### config.mk
export PLATFORM = sky130hd
export DESIGN_NAME = add_sink
export DESIGN_NICKNAME = d
export VERILOG_FILES = /design/src/rtl/add_sink_pkg.sv /design/src/rtl/add_sink_fifo.sv /design/src/rtl/add_sink.sv
export SDC_FILE = /design/constraint.sdc
export NUM_CORES = 1
export LEC_CHECK = 0
export CAP_MARGIN = 20
export CORE_MARGIN = 2
export CORE_UTILIZATION = 45
export CTS_CLUSTER_DIAMETER = 60
export DETAILED_ROUTE_END_ITERATION = 8
export PLACE_DENSITY = 0.74
export SYNTH_ARGS = -nofsm -noshare
export SYNTH_HDL_FRONTEND = slang
export SYNTH_HIERARCHICAL = 1
export SYNTH_SLANG_ARGS = --single-unit
### constraint.sdc
create_clock -name ap_clk -period 2.9 [get_ports ap_clk]
set_input_delay 0.29 -clock ap_clk [delete_from_list [all_inputs] [get_ports ap_clk]]
set_output_delay 0.29 -clock ap_clk [all_outputs]
set_load 0.02 [all_outputs]
### src/rtl/add_sink_pkg.sv
// Shared types and width helpers for the add unit's result sink.
package add_sink_pkg;

   localparam int ADD_DATA_W = 32;
   localparam int ADD_DEPTH  = 4;

   typedef logic [ADD_DATA_W-1:0] add_beat_t;

   function automatic int ptr_w(input int depth);
      return (depth > 1) ? $clog2(depth) : 1;
   endfunction

   function automatic int cnt_w(input int depth);
      return $clog2(depth) + 1;
   endfunction

endpackage

### src/rtl/add_sink_fifo.sv
// Power-of-two FIFO with occupancy count; a pop while full lets a push land in the same cycle.
module add_sink_fifo
   import add_sink_pkg::*;
#(
   parameter int DATA_W = ADD_DATA_W,
   parameter int DEPTH  = ADD_DEPTH
) (
   input  logic                     ap_clk,
   input  logic                     ap_rst_n,
   input  logic                     push,
   input  logic                     pop,
   input  logic [DATA_W-1:0]        wr_data,
   output logic [DATA_W-1:0]        rd_data,
   output logic [$clog2(DEPTH):0]   count,
   output logic                     full,
   output logic                     empty
);

   localparam int PTR_W = ptr_w(DEPTH);
   localparam int CNT_W = cnt_w(DEPTH);

   logic [DATA_W-1:0] mem [DEPTH];
   logic [PTR_W-1:0]  wr_ptr;
   logic [PTR_W-1:0]  rd_ptr;
   logic              do_push;
   logic              do_pop;

   assign full    = (count == CNT_W'(DEPTH));
   assign empty   = (count == '0);
   assign do_pop  = pop && !empty;
   assign do_push = push && (!full || do_pop);
   assign rd_data = mem[rd_ptr];

   // NOTE: sequential state uses non-blocking assignments so every register samples pre-edge values.
   always_ff @(posedge ap_clk or negedge ap_rst_n) begin
      if (!ap_rst_n) begin
         wr_ptr <= '0;
         rd_ptr <= '0;
         count  <= '0;
      end else begin
         if (do_push) wr_ptr <= wr_ptr + 1'b1;
         if (do_pop)  rd_ptr <= rd_ptr + 1'b1;
         case ({do_push, do_pop})
            2'b10:   count <= count + 1'b1;
            2'b01:   count <= count - 1'b1;
            default: count <= count;
         endcase
      end
   end

   // NOTE: storage has no reset; contents are only observable behind a valid count.
   always_ff @(posedge ap_clk) begin
      if (do_push) mem[wr_ptr] <= wr_data;
   end

endmodule

### src/rtl/add_sink.sv
// Result sink for one add instance: credit-stalls the producer via ap_ce and buffers beats.
// Optional output beat counter enabled by defining ADD_SINK_BEATCNT_EN.
module add_sink
   import add_sink_pkg::*;
#(
   parameter int DATA_W = ADD_DATA_W,
   parameter int DEPTH  = ADD_DEPTH
) (
   input  logic                     ap_clk,
   input  logic                     ap_rst_n,
   input  logic                     enable,
   input  logic [DATA_W-1:0]        in_data,
   input  logic                     in_vld,
   output logic                     ap_ce,
   output logic [DATA_W-1:0]        out_data,
   output logic                     out_valid,
   input  logic                     out_ready,
   output logic [$clog2(DEPTH):0]   count,
   output logic                     ovf
`ifdef ADD_SINK_BEATCNT_EN
   ,
   output logic [31:0]              beat_cnt
`endif
);

   localparam int CNT_W = cnt_w(DEPTH);

   logic             ce_q;
   logic             fifo_full;
   logic             fifo_empty;
   logic             pop;
   logic [CNT_W:0]   credit_used;

   assign pop       = out_valid && out_ready;
   assign out_valid = !fifo_empty;

   // Pops are deliberately not credited so out_ready has no path to ap_ce.
   assign credit_used = {1'b0, count} + {{CNT_W{1'b0}}, ce_q};
   assign ap_ce       = enable && (credit_used < (CNT_W+1)'(DEPTH));

   add_sink_fifo #(
      .DATA_W (DATA_W),
      .DEPTH  (DEPTH)
   ) u_fifo (
      .ap_clk   (ap_clk),
      .ap_rst_n (ap_rst_n),
      .push     (in_vld),
      .pop      (pop),
      .wr_data  (in_data),
      .rd_data  (out_data),
      .count    (count),
      .full     (fifo_full),
      .empty    (fifo_empty)
   );

   always_ff @(posedge ap_clk or negedge ap_rst_n) begin
      if (!ap_rst_n) begin
         ce_q <= 1'b0;
         ovf  <= 1'b0;
      end else begin
         ce_q <= ap_ce;
         if (in_vld && fifo_full && !pop) ovf <= 1'b1;
      end
   end

`ifdef ADD_SINK_BEATCNT_EN
   logic [31:0] beat_cnt_q;

   always_ff @(posedge ap_clk or negedge ap_rst_n) begin
      if (!ap_rst_n)  beat_cnt_q <= '0;
      else if (pop)   beat_cnt_q <= beat_cnt_q + 32'd1;
   end

   assign beat_cnt = beat_cnt_q;
`endif

endmodule
Word level (Yosys, flattened, before mapping)
Memories as Yosys holds them, arrays and structs flattened.
Cells that the tools add are included.
{ "word_totals": {"register_bits": 9, "ramBits": 128, "input_bits": 37, "out_inout_bits": 38, "word_cells": 30, "n_memories": 1} }
{ "op_classes": {"add_sub_neg": 5, "magnitude_cmp": 1, "eq_ne": 3, "mux": 3, "reduce_logical": 12} }
{ "memory_table": {"columns": ["name", "words", "width", "rd", "rd_ports_with_merged_regs", "wr", "line", "text"], "rows": [
  ["u_fifo.mem", 4, 32, 1, 0, 1, "add_sink_fifo.sv:22", "logic [DATA_W-1:0] mem [DEPTH];"]
]} }
{ "ops": {"columns": ["operator", "count"], "rows": [
  ["$logic_and 1x1->1", 6],
  ["$pmux 3 s2", 1],
  ["$add 2x1->2 const B", 2],
  ["$add 3x1->4", 1],
  ["$lt 4x3->1 const B", 1],
  ["$add 3x1->3 const B", 1],
  ["$eq 3x3->1 const B", 1],
  ["$logic_not 1->1", 3],
  ["$logic_not 3->1", 1],
  ["$sub 3x1->3 const B", 1],
  ["$eq 2x1->1 const B", 1],
  ["$eq 2x2->1 const B", 1],
  ["$mux 1", 2],
  ["$reduce_bool 2->1", 1],
  ["$logic_or 1x1->1", 1]
]} }

Longest topological paths before layout
Gate-level depths: netlist (run 1).
{ "depth": {"word_depth": 8, "depth_mapped": 10, "mapped_depth_nobuf": 10} }

Hierarchy
The synthesis (run 1) kept the hierarchy.
{ "by_module_without_submodules": {"columns": ["mod", "instances", "cells_each", "area_per_inst_um2", "seq_area_each_um2"], "rows": [
  ["add_sink_fifo", 1, 206, 5046.1, 4018.9],
  ["add_sink", 1, 8, 101.3, 50.0]
]} }

Worst setup path before layout (run 1)
No wires, ideal clock.
{ "synth_path": {"kind": "reg-to-reg", "startpoint": "reg u_fifo.count[0]", "endpoint": "reg u_fifo.count[2]", "setup_time_ns": 0.080, "arrival_time_ns": 2.218, "t_required_ns": 2.820, "path_slack_ns": 0.602, "path_stages_with_launch": 11, "n_path_buf": 0, "synth_period_minus_slack_ns": 2.298, "path_cell_list": "dfrtp_1 nor3_1 nor2b_4 o21a_4 inv_1 ha_1 inv_1 fa_1 xor2_1 nor2_1 xor2_1"} }
{ "synth_via": {"elab_chain_cells": 8, "word_cells_on_any_way": 14, "cone_classes": "add/sub (2); eq/ne (3); mux (1); reduce/logical (8)"} }
{ "synth_lines": {"columns": ["element", "line", "text"], "rows": [
  ["from (decl)", "add_sink_fifo.sv:14", "output logic [$clog2(DEPTH):0] count,"],
  ["from (signal assigned)", "add_sink_fifo.sv:44", "2'b10: count <= count + 1'b1;"],
  ["from (signal assigned)", "add_sink_fifo.sv:45", "2'b01: count <= count - 1'b1;"],
  ["from (signal assigned)", "add_sink_fifo.sv:46", "default: count <= count;"],
  ["$logic_not 3->1 (*)", "add_sink_fifo.sv:29", "assign empty = (count == '0);"],
  ["net fifo_empty", "add_sink.sv:30", "logic fifo_empty;"],
  ["$logic_not 1->1 (*)", "add_sink.sv:35", "assign out_valid = !fifo_empty;"],
  ["$logic_and 1x1->1 (*)", "add_sink.sv:34", "assign pop = out_valid && out_ready;"],
  ["net pop", "add_sink.sv:31", "logic pop;"],
  ["$logic_and 1x1->1 (*)", "add_sink_fifo.sv:30", "assign do_pop = pop && !empty;"],
  ["$logic_or 1x1->1", "add_sink_fifo.sv:31", "assign do_push = push && (!full || do_pop);"],
  ["$logic_and 1x1->1", "add_sink_fifo.sv:31", null],
  ["$eq 2x1->1 / $eq 2x2->1 (equally long branches)", "add_sink_fifo.sv:43", "case ({do_push, do_pop})"],
  ["$pmux 3 s2 / $reduce_bool 2->1 (equally long branches)", null, null]
]} }
The timed path passes the listed nets; every way through them passes the cells marked *.
A chain may end at the register's enable or synchronous reset.

Final worst setup path (run 1)
{ "layout_path": {"startpoint": "reg u_fifo.rd_ptr[1]", "endpoint": "out out_data[3]"} }
{ "layout_via": {"elab_chain_cells": 1} }
{ "layout_lines": {"columns": ["element", "line", "text"], "rows": [
  ["from (decl)", "add_sink_fifo.sv:24", "logic [PTR_W-1:0] rd_ptr;"],
  ["from (signal assigned)", "add_sink_fifo.sv:42", "if (do_pop) rd_ptr <= rd_ptr + 1'b1;"],
  ["$mem_v2 4x32", null, null],
  ["to (decl)", "add_sink.sv:15", "output logic [DATA_W-1:0] out_data,"]
]} }
Every way passes these cells.

==> run summary, run 1 <==
result of the run = complete, no violations
CTS Buffer Depth = 2
average detailed-routed wire length per instance = 19.7 um
critical path arrival = 2430 ps
power share of the combinational group = 32.9%
final wirelength = 9150 um
clock network latency to the later pin of the worst-skew pair = 410 ps
Total GRT Usage = 16.3%
share of the yosys chip area belonging to registers = 79.0%
count of yosys warnings during synthesis = 6
number of buffers created by CTS = 17
power density over the cells = 1120 nW/um^2
Routed Antenna Nets = 0
Slew HR = 55.4%
switch share = 29.2%
buffer type at the clock tree root = clkbuf_16
total negative slack = 0 ps
depth of the worst register-to-register path = 10
count of different cell masters after synthesis = 23
number of flip-flops and latches in the synthesized netlist = 137
switching pwr = 2.20 mW
area inside the core boundary = 11300 sq um
startpoint kind of the worst setup timing path = flip-flop
most area-consuming cells after synthesis = edfxtp_1 (75%), mux4_2 (14%), dfrtp_1 (4.4%)
max cap viols = 0
Placement Rows = 39
count of vias placed by the detailed router = 2401
setup-violating endpoint count in the final report = 0
area of the die = 12300 sq um
min Tclk post-route = 2720 ps
number of diodes = 0
GRT overflow = 0
count of non-filler cells in the finished layout = 465
total number of nets in the final design = 352
first-pass GRT wire length = 14800 um
clk sinks = 137
share of the synthesized area in the top cell type = 74.7%
proportion of synthesized flip-flops having asynchronous set or reset = 6.57%
cts hold-fix bufs = 0
maximum number of pins on one net before global-route repair = 25
Setup Skew = 6.56 ps
Crit path required time = 2610 ps
iteration-0 DRC count of the detailed router = 98
routability congestion estimate from global placement = 0.749
Worst Tran Pin Value = 670 ps
TritonCTS clock tree = built
internal power = 5.34 mW
Post-Route Hold Slack = 188 ps
Highest Clock Rate = 0.368 GHz
Area Overhead vs Synth = 31.1%
RSZ-0062 raised after global routing = false
CTS H-tree depth = 4
post-synth net total = 257
leakage power total = 2.29 nW
part of the power in registers = 38.1%
number of vias per cell = 5.16
final-report max-slew violation count = 0
number of I/O port buffers = 74
number of fill cells in the layout = 812
drt drc = 0
final worst path period share = 93.7%
classification of the worst setup path = reg -> out
length of the first detailed-routing pass in iterations = 4
Hold Crit Class = in -> async
EDFF count, synth = 128
number of setup buffers added after CTS = 0
Post-Synthesis Mean Instance Area = 24.1 sq um
cell count after placement = 433
total power draw = 7.55 mW
share of final-layout standard cells stronger than drive strength 1 = 25.5%
number of global-route vias before repair = 2706
number of ports placed on the die boundary = 75
DIE WIDTH = 111 um
leading area contributor after synthesis = edfxtp_1
final-report hold violation count = 0
half-perimeter wire length of the detailed placement result = 5800 um
initial antenna violation count = 0
Worst Setup End Kind = output port
DIE HEIGHT = 111 um
Resized cells post-CTS = 0
Cells after Synth = 214
power share of the clock group = 29.0%
maximum fanout count along the critical path = 24
Clk pin slew, worst setup/hold paths = 60 ps
initial core utilization = 45.7%
dominant synthesized flop cell = edfxtp_1
VDD IR-drop max = 560 uV
combined area of all synthesized cells = 5150 sq um
## cell type report
type	count	area, sq um	area share (%)
Clock inverter	14	179	2.65
Inverter	9	33.8	0.501
Clock buffer	18	429	6.36
Tap cell	143	179	2.65
Timing Repair Buffer	84	853	12.6
Sequential cell	137	4070	60.3
Multi-Input combinational cell	60	1000	14.8
## power by group through the flow
| stage | sequential, mW | combinational, mW | clock, mW |
|---|---|---|---|
| final | 2.87 | 2.48 | 2.19 |
| after global routing | 2.92 | 2.64 | 2.32 |
| after CTS | 2.88 | 2.53 | 2.23 |
| after detailed placement | 2.91 | 2.51 | 0 |
| after global placement | 2.88 | 2.50 | 0 |
| after floorplan | 2.79 | 1.52 | 0 |
## registers in the layout (all words and copies together), names as in the netlist
signal and flops:
u_fifo/rd_ptr 2, u_fifo/mem 128, u_fifo/wr_ptr 2, u_fifo/count 3, ovf 1, ce_q 1
## synthesized netlist by cell type, types with 2 or more instances
cell type  count
buf_2          5
xor2_1         3
and2_2         4
nand2_1        2
mux4_2        32
ha_1           5
dfrtp_1        9
edfxtp_1     128
buf_4          2
inv_1          9
xnor2_1        3
## path summary, 6_finish.rpt
kind,slack [ps],to,from
setup / recovery,180,out_data[3],u_fifo/rd_ptr[1]
hold / removal,190,u_fifo/count[1],ap_rst_n
setup reg to reg,450,u_fifo/count[2],u_fifo/count[0]
hold reg to reg,480,ce_q,ce_q
max in group asynchronous,2390,u_fifo/rd_ptr[1],ap_rst_n
min in group ap_clk,460,ce_q,enable
## per-stage QoR
step           util [%]  cell area (sq um)  worst slack, ps
6_report           59.9               6750              183
5_1_grt            59.9               6750              109
3_5_place_dp       54.5               6140              423
4_1_cts            59.9               6750              154
2_1_floorplan         -               5150              602
3_3_place_gp       54.5               6140              590
## logic make-up (layout without fill, tap and decap cells)
logic type	count (synthesis)	count (layout)	share of synthesized area, %
AND/OR/NAND/NOR	10	10	1.34
AO/OA/AOI/OAI	4	4	0.996
multiplexers	34	34	14.5
adder cells (fa/ha/maj)	6	6	1.60
XOR/XNOR	6	6	1.02
buffers and inverters	17	125	1.51
flip-flops	137	137	79.0
## metal layers
layer	wire (um)	vias to the layer above	GRT usage (%)
li1	-	1071	-
met1	3710	1241	20.4
met2	4850	77	26.7
met3	493	12	6.18
met4	96	0	5.00
met5	0	-	0
## critical path, stage by stage, from the launching register on
cell             delay, ps
dfrtp_2                800
buf_4                  330
mux4_2                 320
clkdlybuf4s50_1        570
## placed cells by master, fill, tap and decap left out, types with 2 or more instances in the layout
master	n
clkbuf_16	17
xor2_1	3
clkinvlp_4	2
clkdlybuf4s50_1	74
xnor2_1	3
buf_12	3
ha_1	5
buf_4	7
clkinv_2	3
dfrtp_1	7
edfxtp_1	128
clkinv_1	3
dfrtp_2	2
nand2_1	2
mux4_2	32
inv_1	9
bufinv_16	4
and2_2	4
No activity file was read; power rests on OpenSTA's default activity.
==> run 2, diff against run 1 <==
--- a/config.mk
+++ b/config.mk
@@ -6,11 +6,10 @@
 export NUM_CORES = 1
 export LEC_CHECK = 0
 export CAP_MARGIN = 20
-export CORE_MARGIN = 2
 export CORE_UTILIZATION = 45
 export CTS_CLUSTER_DIAMETER = 60
 export DETAILED_ROUTE_END_ITERATION = 8
-export PLACE_DENSITY = 0.74
+export PLACE_DENSITY = 0.72
 export SYNTH_ARGS = -nofsm -noshare
 export SYNTH_HDL_FRONTEND = slang
 export SYNTH_HIERARCHICAL = 1
==> run 2 against run 1 <==
Wire length decreased by 1.2%. Critical path depth is the same. Final area fell by 0.35%. Clock skew up 4.1 ps. Setup slack gained 180 ps. Count of clock-buffer cells in the layout unchanged. Highest routed layer unchanged.
==> run summary, run 2 (synthesis results as in run 1) <==
utilization after layout = 61.2%
slowest stage cell, crit path = dfrtp_2
final wirelength = 9040 um
number of ports placed on the die boundary = 75
final-report hold violation count = 0
number of fill cells in the layout = 782
share of final-layout standard cells stronger than drive strength 1 = 26.2%
register bank with the most flops = u_fifo/mem
maximum fanout count along the critical path = 17
Routed Antenna Nets = 0
TritonCTS clock tree = built
length of the first detailed-routing pass in iterations = 6
most common cell after layout, fill and taps aside = edfxtp_1
result of the run = complete, no violations
clock network latency to the later pin of the worst-skew pair = 400 ps
area of the multi-input gates = 1000 sq um
RSZ-0062 raised after global routing = false
final worst path period share = 87.6%
GRT overflow = 0
Hold Crit Class = in -> async
Crit Reg-Reg Startpoint = u_fifo/count[0]
half-perimeter wire length of the detailed placement result = 5680 um
Metal-1 WL = 3890 um
iteration-0 DRC count of the detailed router = 119
startpoint kind of the worst setup timing path = flip-flop
Total GRT Usage = 16.9%
Top Family by Delay on Critical Path = buffers and inverters
power density over the cells = 1120 nW/um^2
number of buffers created by CTS = 17
max FFs per register = 128
number of global-route vias before repair = 2644
number of setup buffers added after CTS = 0
Setup Skew = 10.6 ps
CTS H-tree depth = 4
Storage cell area = 4070 sq um
buffering stage count on the worst path with inverters included = 2
Resized cells post-CTS = 0
Crit path required time = 2610 ps
VDD IR-drop max = 616 uV
initial core utilization = 46.9%
capturing point of the worst reg2reg path = u_fifo/count[2]
delay of the slowest cell on the worst path = 630 ps
Clk pin slew, worst setup/hold paths = 60 ps
drt drc = 0
first-pass GRT wire length = 13900 um
detailed route wirelength on metal3 = 573 um
min Tclk post-route = 2540 ps
leakage power total = 2.29 nW
buffer type at the clock tree root = clkbuf_16
area of the die = 11900 sq um
count of vias placed by the detailed router = 2435
routability congestion estimate from global placement = 0.703
DIE WIDTH = 109 um
number of I/O port buffers = 74
CTS Buffer Depth = 2
cts hold-fix bufs = 0
max cap viols = 0
leading registers by flop count = u_fifo/mem: 128 flops, u_fifo/count: 3 flops
total negative slack = 0 ps
Placement Rows = 38
final setup margin = 360 ps
routed wire length on met2 = 4450 um
final-report max-slew violation count = 0
setup-violating endpoint count in the final report = 0
top layer in use = met4
Worst Setup End Kind = output port
Highest Clock Rate = 0.394 GHz
clk sinks = 137
placement-stage worst setup slack = 498 ps
R2R setup slack = 520 ps
DIE HEIGHT = 109 um
number of vias per cell = 5.28
total number of nets in the final design = 353
maximum number of pins on one net before global-route repair = 33
average detailed-routed wire length per instance = 19.6 um
Area Overhead vs Synth = 30.6%
crit path cell chain = buf_4 > mux4_2 > clkdlybuf4s50_1
Worst Tran Pin Value = 516 ps
Slew HR = 65.6%
area inside the core boundary = 11000 sq um
classification of the worst setup path = reg -> out
initial antenna violation count = 0
critical path arrival = 2250 ps
leading cell types in the layout, fill and taps excluded = edfxtp_1 (128), clkdlybuf4s50_1 (74), mux4_2 (32)
depth of the worst register-to-register path = 10
number of diodes = 0
-- run 2: changes by cell type in the layout (fill, tap and decap cells not counted), sizes merged --
cell,change
clkinv,-2
buf,+1
-- run 2: cell type report --
cell class | count | share of cell area, %
sequential | 137 | 60.6
multi-input combinational | 60 | 14.9
timing repair buffer | 85 | 12.4
clock buffer | 18 | 6.38
clock inverter | 12 | 2.62
tap | 140 | 2.61
inverter | 9 | 0.503
-- run 2: worst max path at each step --
stage	to	start	depth (start not counted)
2_1_floorplan	u_fifo/count[2]	u_fifo/count[0]	10
5_1_grt	out_data[31]	u_fifo/rd_ptr[1]	3
3_5_place_dp	u_fifo/count[2]	u_fifo/count[0]	10
4_1_cts	out_data[28]	u_fifo/rd_ptr[1]	3
3_3_place_gp	u_fifo/count[2]	u_fifo/count[0]	10
6_report	out_data[26]	u_fifo/rd_ptr[1]	3
-- run 2: power breakdown --
part	switching [mW]	internal (mW)	total, mW
registers	0.194	2.63	2.82
logic	1.24	1.27	2.50
clock network	0.756	1.43	2.18
total	2.19	5.32	7.51
-- run 2: through the flow --
stage / instance area [sq um] / hold WS (ps) / cells / power [mW]
detailed placement: 6120 / 458 / 431 / 5.41
floorplan: 5150 / -5.59 / 214 / 4.31
finish: 6720 / 187 / 461 / 7.51
global placement: 6120 / 475 / 431 / 5.36
global route: 6720 / 210 / 461 / 7.85
CTS: 6720 / 186 / 461 / 7.61
-- run 2: worst reg2reg max path: stages, from the launching register on --
cell	delay, ps
dfrtp_1	460
nor3_1	420
nor2b_4	100
o21a_4	260
inv_1	60
ha_1	170
inv_1	60
fa_1	370
xor2_1	150
nor2_1	110
xor2_1	140
-- run 2: layer usage --
layer,GRT usage [%],vias to the layer above
met5,0,-
met4,6.18,0
met2,26.3,86
li1,-,1069
met3,6.34,13
met1,21.7,1267
